===== config.mk =====
export PLATFORM = sky130hd
export DESIGN_NAME = usb_rx_pkt
export DESIGN_NICKNAME = d
export VERILOG_FILES = /design/src/rtl/usb_rx_pkt.sv
export SDC_FILE = /design/constraint.sdc
export NUM_CORES = 1
export LEC_CHECK = 0
export ABC_AREA = 1
export BUFFER_PORTS_ARGS = -buffer_cell sky130_fd_sc_hd__buf_2
export CAP_MARGIN = 10
export CORE_ASPECT_RATIO = 2
export CORE_MARGIN = 3
export CORE_UTILIZATION = 53
export DETAILED_ROUTE_END_ITERATION = 8
export GPL_ROUTABILITY_DRIVEN = 1
export MAX_ROUTING_LAYER = met4
export PLACE_DENSITY = 0.87
export SLEW_MARGIN = 30
export SYNTH_ARGS = -nofsm -noshare
export SYNTH_HDL_FRONTEND = slang
export SYNTH_SLANG_ARGS = --single-unit

===== constraint.sdc =====
create_clock -name clk -period 2 [get_ports clk]
set_clock_uncertainty 0.15 [all_clocks]
set_input_delay 0.3 -clock clk [delete_from_list [all_inputs] [get_ports clk]]
set_output_delay 0.3 -clock clk [all_outputs]
set_load 0.05 [all_outputs]

===== src/rtl/usb_rx_pkt.sv =====
// usb_rx_pkt: turns the ULPI receive byte stream into token, handshake and
// DATAx reports. The DATAx payload is forwarded with the PID and CRC16 removed.
module usb_rx_pkt #(
  parameter logic SOF_REPORT = 1'b1
) (
  input  logic       clk,
  input  logic       rst_n,
  input  logic [7:0] s_axis_tdata,
  input  logic       s_axis_tlast,
  input  logic       s_axis_tvalid,
  output logic       s_axis_tready,
  input  logic       rx_error,
  output logic [7:0] m_axis_tdata,
  output logic       m_axis_tlast,
  output logic       m_axis_tvalid,
  output logic [3:0] pkt_pid,
  output logic       token_valid,
  output logic [6:0] token_addr,
  output logic [3:0] token_endp,
  output logic       hs_valid,
  output logic       data_done,
  output logic       data_crc_ok,
  output logic       pkt_error
);

  localparam logic [4:0]  CRC5_RESIDUAL  = 5'b01100;
  localparam logic [15:0] CRC16_RESIDUAL = 16'h800D;
  localparam logic [3:0]  PID_SOF        = 4'b0101;

  typedef enum logic [1:0] {IDLE, TOKEN, DATA, DROP} state_t;

  state_t      state_q;
  logic        tokSecond_q;
  logic [7:0]  tokByte1_q;
  logic [7:0]  hold0_q;
  logic [7:0]  hold1_q;
  logic [1:0]  holdCount_q;
  logic [4:0]  crc5_q;
  logic [4:0]  crc5_d;
  logic [15:0] crc16_q;
  logic [15:0] crc16_d;
  logic        pidValid;

  logic        tready_q;
  logic [7:0]  mTdata_q;
  logic        mTlast_q;
  logic        mTvalid_q;
  logic [3:0]  pktPid_q;
  logic        tokenValid_q;
  logic [6:0]  tokenAddr_q;
  logic [3:0]  tokenEndp_q;
  logic        hsValid_q;
  logic        dataDone_q;
  logic        dataCrcOk_q;
  logic        pktError_q;

  // Serial CRC5, data bits shifted in LSB first.
  function automatic logic [4:0] crc5Byte(input logic [4:0] crc, input logic [7:0] data);
    logic [4:0] c;
    c = crc;
    for (int i = 0; i < 8; i++) begin
      if (c[4] ^ data[i]) c = {c[3:0], 1'b0} ^ 5'b00101;
      else                c = {c[3:0], 1'b0};
    end
    return c;
  endfunction

  // Serial CRC16, data bits shifted in LSB first.
  function automatic logic [15:0] crc16Byte(input logic [15:0] crc, input logic [7:0] data);
    logic [15:0] c;
    c = crc;
    for (int i = 0; i < 8; i++) begin
      if (c[15] ^ data[i]) c = {c[14:0], 1'b0} ^ 16'h8005;
      else                 c = {c[14:0], 1'b0};
    end
    return c;
  endfunction

  // CRC values as they would stand after absorbing the byte on the bus.
  always_comb begin
    crc5_d   = crc5Byte(crc5_q, s_axis_tdata);
    crc16_d  = crc16Byte(crc16_q, s_axis_tdata);
    pidValid = (s_axis_tdata[7:4] == ~s_axis_tdata[3:0]);
  end

  // Packet parser FSM; every output is a register so reports land one cycle after the byte.
  always_ff @(posedge clk) begin
    if (!rst_n) begin
      state_q      <= IDLE;
      tokSecond_q  <= 1'b0;
      tokByte1_q   <= 8'h00;
      hold0_q      <= 8'h00;
      hold1_q      <= 8'h00;
      holdCount_q  <= 2'd0;
      crc5_q       <= 5'h00;
      crc16_q      <= 16'h0000;
      tready_q     <= 1'b0;
      mTdata_q     <= 8'h00;
      mTlast_q     <= 1'b0;
      mTvalid_q    <= 1'b0;
      pktPid_q     <= 4'h0;
      tokenValid_q <= 1'b0;
      tokenAddr_q  <= 7'h00;
      tokenEndp_q  <= 4'h0;
      hsValid_q    <= 1'b0;
      dataDone_q   <= 1'b0;
      dataCrcOk_q  <= 1'b0;
      pktError_q   <= 1'b0;
    end else begin
      tready_q     <= 1'b1;
      mTvalid_q    <= 1'b0;
      mTlast_q     <= 1'b0;
      tokenValid_q <= 1'b0;
      hsValid_q    <= 1'b0;
      dataDone_q   <= 1'b0;
      dataCrcOk_q  <= 1'b0;
      pktError_q   <= 1'b0;

      case (state_q)
        IDLE: begin
          if (s_axis_tvalid) begin
            if (!pidValid) begin
              pktError_q <= 1'b1;
              state_q    <= s_axis_tlast ? IDLE : DROP;
            end else begin
              pktPid_q <= s_axis_tdata[3:0];
              case (s_axis_tdata[1:0])
                2'b01: begin
                  if (s_axis_tlast) begin
                    pktError_q <= 1'b1;
                  end else begin
                    state_q     <= TOKEN;
                    tokSecond_q <= 1'b0;
                    crc5_q      <= 5'h1F;
                  end
                end
                2'b11: begin
                  if (s_axis_tlast) begin
                    pktError_q <= 1'b1;
                  end else begin
                    state_q     <= DATA;
                    holdCount_q <= 2'd0;
                    crc16_q     <= 16'hFFFF;
                  end
                end
                2'b10: begin
                  if (s_axis_tlast) begin
                    hsValid_q <= 1'b1;
                  end else begin
                    pktError_q <= 1'b1;
                    state_q    <= DROP;
                  end
                end
                default: begin
                  pktError_q <= 1'b1;
                  state_q    <= s_axis_tlast ? IDLE : DROP;
                end
              endcase
            end
          end
        end

        TOKEN: begin
          if (rx_error) begin
            pktError_q <= 1'b1;
            state_q    <= (s_axis_tvalid && s_axis_tlast) ? IDLE : DROP;
          end else if (s_axis_tvalid) begin
            crc5_q <= crc5_d;
            if (!tokSecond_q) begin
              tokByte1_q  <= s_axis_tdata;
              tokSecond_q <= 1'b1;
              if (s_axis_tlast) begin
                pktError_q <= 1'b1;
                state_q    <= IDLE;
              end
            end else if (!s_axis_tlast) begin
              pktError_q <= 1'b1;
              state_q    <= DROP;
            end else begin
              state_q <= IDLE;
              if (crc5_d != CRC5_RESIDUAL) begin
                pktError_q <= 1'b1;
              end else if (!((pktPid_q == PID_SOF) && (SOF_REPORT == 1'b0))) begin
                tokenValid_q <= 1'b1;
                tokenAddr_q  <= tokByte1_q[6:0];
                tokenEndp_q  <= {s_axis_tdata[2:0], tokByte1_q[7]};
              end
            end
          end
        end

        DATA: begin
          if (rx_error) begin
            pktError_q  <= 1'b1;
            holdCount_q <= 2'd0;
            state_q     <= (s_axis_tvalid && s_axis_tlast) ? IDLE : DROP;
          end else if (s_axis_tvalid) begin
            crc16_q <= crc16_d;
            if (holdCount_q == 2'd2) begin
              mTdata_q  <= hold0_q;
              mTvalid_q <= 1'b1;
              mTlast_q  <= s_axis_tlast;
              hold0_q   <= hold1_q;
              hold1_q   <= s_axis_tdata;
            end else if (holdCount_q == 2'd1) begin
              hold1_q     <= s_axis_tdata;
              holdCount_q <= 2'd2;
            end else begin
              hold0_q     <= s_axis_tdata;
              holdCount_q <= 2'd1;
            end
            if (s_axis_tlast) begin
              state_q <= IDLE;
              if (holdCount_q == 2'd0) begin
                pktError_q <= 1'b1;
              end else begin
                dataDone_q  <= 1'b1;
                dataCrcOk_q <= (crc16_d == CRC16_RESIDUAL);
              end
            end
          end
        end

        DROP: begin
          if (s_axis_tvalid && s_axis_tlast) state_q <= IDLE;
        end

        default: state_q <= IDLE;
      endcase
    end
  end

  assign s_axis_tready = tready_q;
  assign m_axis_tdata  = mTdata_q;
  assign m_axis_tlast  = mTlast_q;
  assign m_axis_tvalid = mTvalid_q;
  assign pkt_pid       = pktPid_q;
  assign token_valid   = tokenValid_q;
  assign token_addr    = tokenAddr_q;
  assign token_endp    = tokenEndp_q;
  assign hs_valid      = hsValid_q;
  assign data_done     = dataDone_q;
  assign data_crc_ok   = dataCrcOk_q;
  assign pkt_error     = pktError_q;

endmodule


# Yosys cells after proc, flatten, opt, wreduce, memory -nomap -nowiden

Index checks and enable logic that the tools add are counted.

Input bits: 13
Bits in registers: 81
Word-level logic and storage cells: 198

Muxes and demuxes: 85
Reduce and logical (&&, ||, !) cells: 23
Bitwise logic cells: 42
Eq/ne operators: 28

Operators with widths:

| cell                                                 | number |
|---|---|
| 2-to-1 mux 16 bit                                    | 14 |
| 2-to-1 mux 2 bit                                     | 22 |
| 2-to-1 mux 8 bit                                     | 4 |
| case mux 16 bit (2 select lines)                     | 1 |
| 2-to-1 mux 5 bit                                     | 6 |
| AND reduction 7 bit                                  | 4 |
| 2-to-1 mux 3 bit                                     | 8 |
| inverter 3 bit                                       | 8 |
| 2-to-1 mux 1 bit                                     | 23 |
| != test 2 bit (second input constant)                | 9 |
| equality test 16 bit (second input constant)         | 1 |
| inverter 2 bit                                       | 8 |
| AND reduction 4 bit                                  | 4 |
| XOR 1 bit                                            | 16 |
| != test 4 bit (second input constant)                | 3 |
| OR reduction 6 bit                                   | 2 |
| equality test 2 bit (second input constant)          | 5 |
| case mux 5 bit (2 select lines)                      | 1 |
| OR reduction 5 bit                                   | 2 |
| != test 3 bit (second input constant)                | 3 |
| inverter 1 bit                                       | 9 |
| case mux 2 bit (4 select lines)                      | 1 |
| equality test 2 x 1 -> 1 bit (second input constant) | 3 |
| case mux 2 bit (3 select lines)                      | 1 |
| 15 further kinds                                     | 20 |

# Longest topological paths before layout

Word-level depth: 23
Depth in mapped cells: 17

# Worst setup path before layout

Ideal clock, no wire load.

Path type: reg2reg
Start: register state_q[0]
End: register crc16_q[0]
Data required time: 1737 ps
Cell stages (with the launch flop): 12
Data arrival time: 1638 ps
Period minus slack after synthesis: 1902 ps
Setup slack: 98 ps
Path buffers: 0
Path through: dfxtp_1 > inv_1 > ha_1 > nand2_1 > nor2_1 > a21oi_1 > a21oi_1 > nand2_4 > nor2_8 > inv_2 > o21ai_1 > inv_1

Cells in the longest elaborated chain, start to end: 3
Elaborated cells on any way between the ends: 11
Those cells by class: eq/ne (7); mux (1); reduce/logical (3)

Ends and longest elaborated chain:

| item                                                   | RTL line | RTL |
|---|---|---|
| start: declaration                                     | 32       | `state_t state_q;` |
| start signal: assignment                               | 124      | `state_q <= s_axis_tlast ? IDLE : DROP;` |
| start signal: assignment                               | 156      | `state_q <= s_axis_tlast ? IDLE : DROP;` |
| start signal: assignment                               | 166      | `state_q <= (s_axis_tvalid && s_axis_tlast) ? IDLE : DROP;` |
| equality test 2 bit or zero test 2 bit (tied branches) | 119      | `case (state_q)` |
| != test 2 bit (no line), or another cell as far along  | -        |  |
| AND reduction 7 bit (no line)                          | -        |  |
| end signal: assignment                                 | 198      | `crc16_q <= crc16_d;` |
| end: declaration                                       | 40       | `logic [15:0] crc16_q;` |

Several ways; a longest one is shown, not always the timed one.
A chain may end at the register's enable or synchronous reset.

# Final worst setup path

Start: register state_q[0]
End: register crc16_q[8]

Same word-level chain as after synthesis.

==> results.ini <==
[die]
num_rows=44
fp.dieH_um=130
die-area_um2=8850
initial_core_util_pct=55.3
core_um2=7380
die_w_um=68.1
ios=44

[cells_and_area]
fin_nets=676
area_delta_synth_final_pct=20.3
diodes=0
final_cell_mix=nand2_1 (136), dfxtp_1 (79), a21oi_1 (65), nor2_1 (62), o21ai_0 (60)
layout_commonest_cell=nand2_1
fin_area_um2=4910
fin_cells=747
fillerInstances=615
drive_gt1_share_pct=19.8
final_util_pct=66.5

[power]
finalPower_mw=5.96
powerDensity_nw_per_um2=1210
ir_worst_vdd_v=0.000656
leakage_nw=2.43

[timing]
worst_slew_pin_slew_ns=0.501
maxSlewViolCount=0
fmax_ghz=0.518
hold_viol=0
max_slew_margin_pct=66.6
setup_viol=0
period_minus_slack_ns=1.93
period_share_pct=96.4
fin_ws_ns=0.0713
finalHoldWorstSlack_ns=0.0348
setup_tns_ns=0
rsz0062_at_grt=yes

[critical_path]
path_class=register to register
max_stage_delay_ns=0.36
cpMaxStageDelayCell=dfxtp_2
critPathRequiredTime_ns=2.09
crit_chain=inv_1, ha_2, nand2_1, nor2_2, a21oi_2, a21oi_2, nand2_4, nor2_8, inv_2, nor2_1, nor2_1
critPathMaxFanout=9
endpoint_kind=register
crit_path_start_kind=register
arrival_ns=2.02

[route]
ant_nets=0
detail_route.wl_per_cell_um=14.0
wirelength_um=10400
viasPerCell=5.44
firstDrtPassIters=5
via_count=4063
drtIter0Drc=291
drc=0

[logic_synthesis]
yosysSeqAreaShare_pct=39.7
ys_ff_latch=81
synth_fp_nets=614
synthCells=588
synth_top_area_cell=dfxtp_1
syn_avg_cell_area_um2=6.94
netlist.area_leader.share_pct=39.7
synth_compound_area_share_pct=18.1
yosys_warnings=0
synth-main-ff-cell=dfxtp_1
synthDistinctLibCells=36
async_reset_ff_share_pct=0
synth_edf_count=0
synth-simple-area-share_pct=25.8
yosys.area_share.xor_xnor_pct=2.79
synthMuxAreaShare_pct=0
yosys.area_share.adder_pct=3.99
synth_area_leaders=dfxtp_1 (40%), nand2_1 (13%), a21oi_1 (8.2%)
synth_top_family_by_area=simple AND/OR/NAND/NOR gates
syn_area_um2=4080

[global_routing]
grt_overflow=0
grt_pass1_vias=3773
grt_start_max_net_pins=61
grt_usage_pct=26.0
grt_pass1_wl_um=16900
grt_antenna_before_repair=0

[clocking]
cts.clk_slew.worst_paths_ns=0.07
htree_levels=3
cts_buffers=9
clock_tree.buffer_depth=2
ctsHoldBuffers=0
cts_root_buf=clkbuf_16
cts.sinks=81
cts_tree=done
clkLatencyLatePin_ns=0.35

[place]
pre_cts_ws_ns=-0.140
dpl.hpwl_um=7590
gp_congestion=1.06
dp_cells=729
dpl_cell_area_um2=4510
io_buffers=43

[worst_hold_path]
hp-class=input port to register

[outcome]
status=finished, final reports clean

[run]
maxCapViolCount=0

==> cells in the mapped netlist, types with 2 or more instances <==
master    count
a211oi_1      2
a21oi_1      67
a31oi_1       2
buf_2         8
buf_4         2
buf_6         2
clkbuf_1      8
dfxtp_1      81
ha_1         13
inv_1        58
inv_2         6
inv_4         3
nand2_1     137
nand2_2       4
nand2_4       2
nand3_1      16
nand3_2       3
nand4_1       2
nor2_1       65
nor2_2        3
nor3_1        5
nor4_1        4
o21ai_0      62
o21ai_1      10
xnor2_1       4
xor2_1        9
==> registers in the layout, indices dropped and copies added (netlist names), 2 cells and up <==
signal and flops:
hold0_q 8, m_axis_tdata 8, hold1_q 8, pkt_pid 4, token_addr 7, crc16_q 16
holdCount_q 2, crc5_q 5, token_endp 4, state_q 2, tokByte1_q 8
==> routing by layer <==
metal | vias to the layer above | GRT usage [%] | part of all wire (%)
met2 | 154 | 42.1 | 52
li1 | 2018 | - | -
met5 | - | - | 0
met3 | 45 | 5.34 | 5.4
met4 | 0 | 18.1 | 5.8
met1 | 1846 | 27.3 | 37
==> what timing repair did <==
item / CTS / global route
pin swaps: 1 / 0
hold endpoints to repair: 0 / 0
buffers inserted: 2 / 0
endpoints found under the setup margin: 25 / 61
gates resized for setup: 4 / 13
==> worst max-delay path, delay by kind of cell, from the launching register on <==
kind | cells | cell delay (ns)
DFF | 1 | 0.36
AOI/OAI and AO/OA | 2 | 0.22
buffers and inverters | 2 | 0.21
adders and majority gates | 1 | 0.23
and+or+nand+nor | 6 | 0.65
==> final timing paths <==
path                 start            end  slack (ns)  depth (start not counted)
max             state_q[0]     crc16_q[8]        0.07                         11
min                  rst_n  s_axis_tready        0.03                          1
max reg2reg     state_q[0]     crc16_q[8]        0.07                         11
min reg2reg  token_addr[2]  token_addr[2]        0.29                          2
==> logic make-up (layout without fill, tap and decap cells) <==
logic type	after synthesis	in the layout
fa+ha+maj	13	13
compound gates	145	145
xor+xnor	13	13
simple gates	246	246
flops	81	81
buf+inv	90	157
==> report_power, final <==
group / total (mW) / switching (mW) / internal, mW
Combinational: 2.12 / 1.35 / 0.765
Sequential: 2.00 / 0.166 / 1.83
Clock: 1.85 / 0.727 / 1.12
Total: 5.96 / 2.24 / 3.72
==> cell type report <==
class                           count  area [um2]  area share (%)
Tap cell                           92         115            2.35
Clock buffer                        9         225            4.59
Timing Repair Buffer               74         460            9.38
Inverter                           67         262            5.33
Sequential cell                    81        1620            33.1
Clock inverter                      7         109            2.22
Multi-Input combinational cell    417        2110            43.1
No activity file was read; power rests on OpenSTA's default activity.
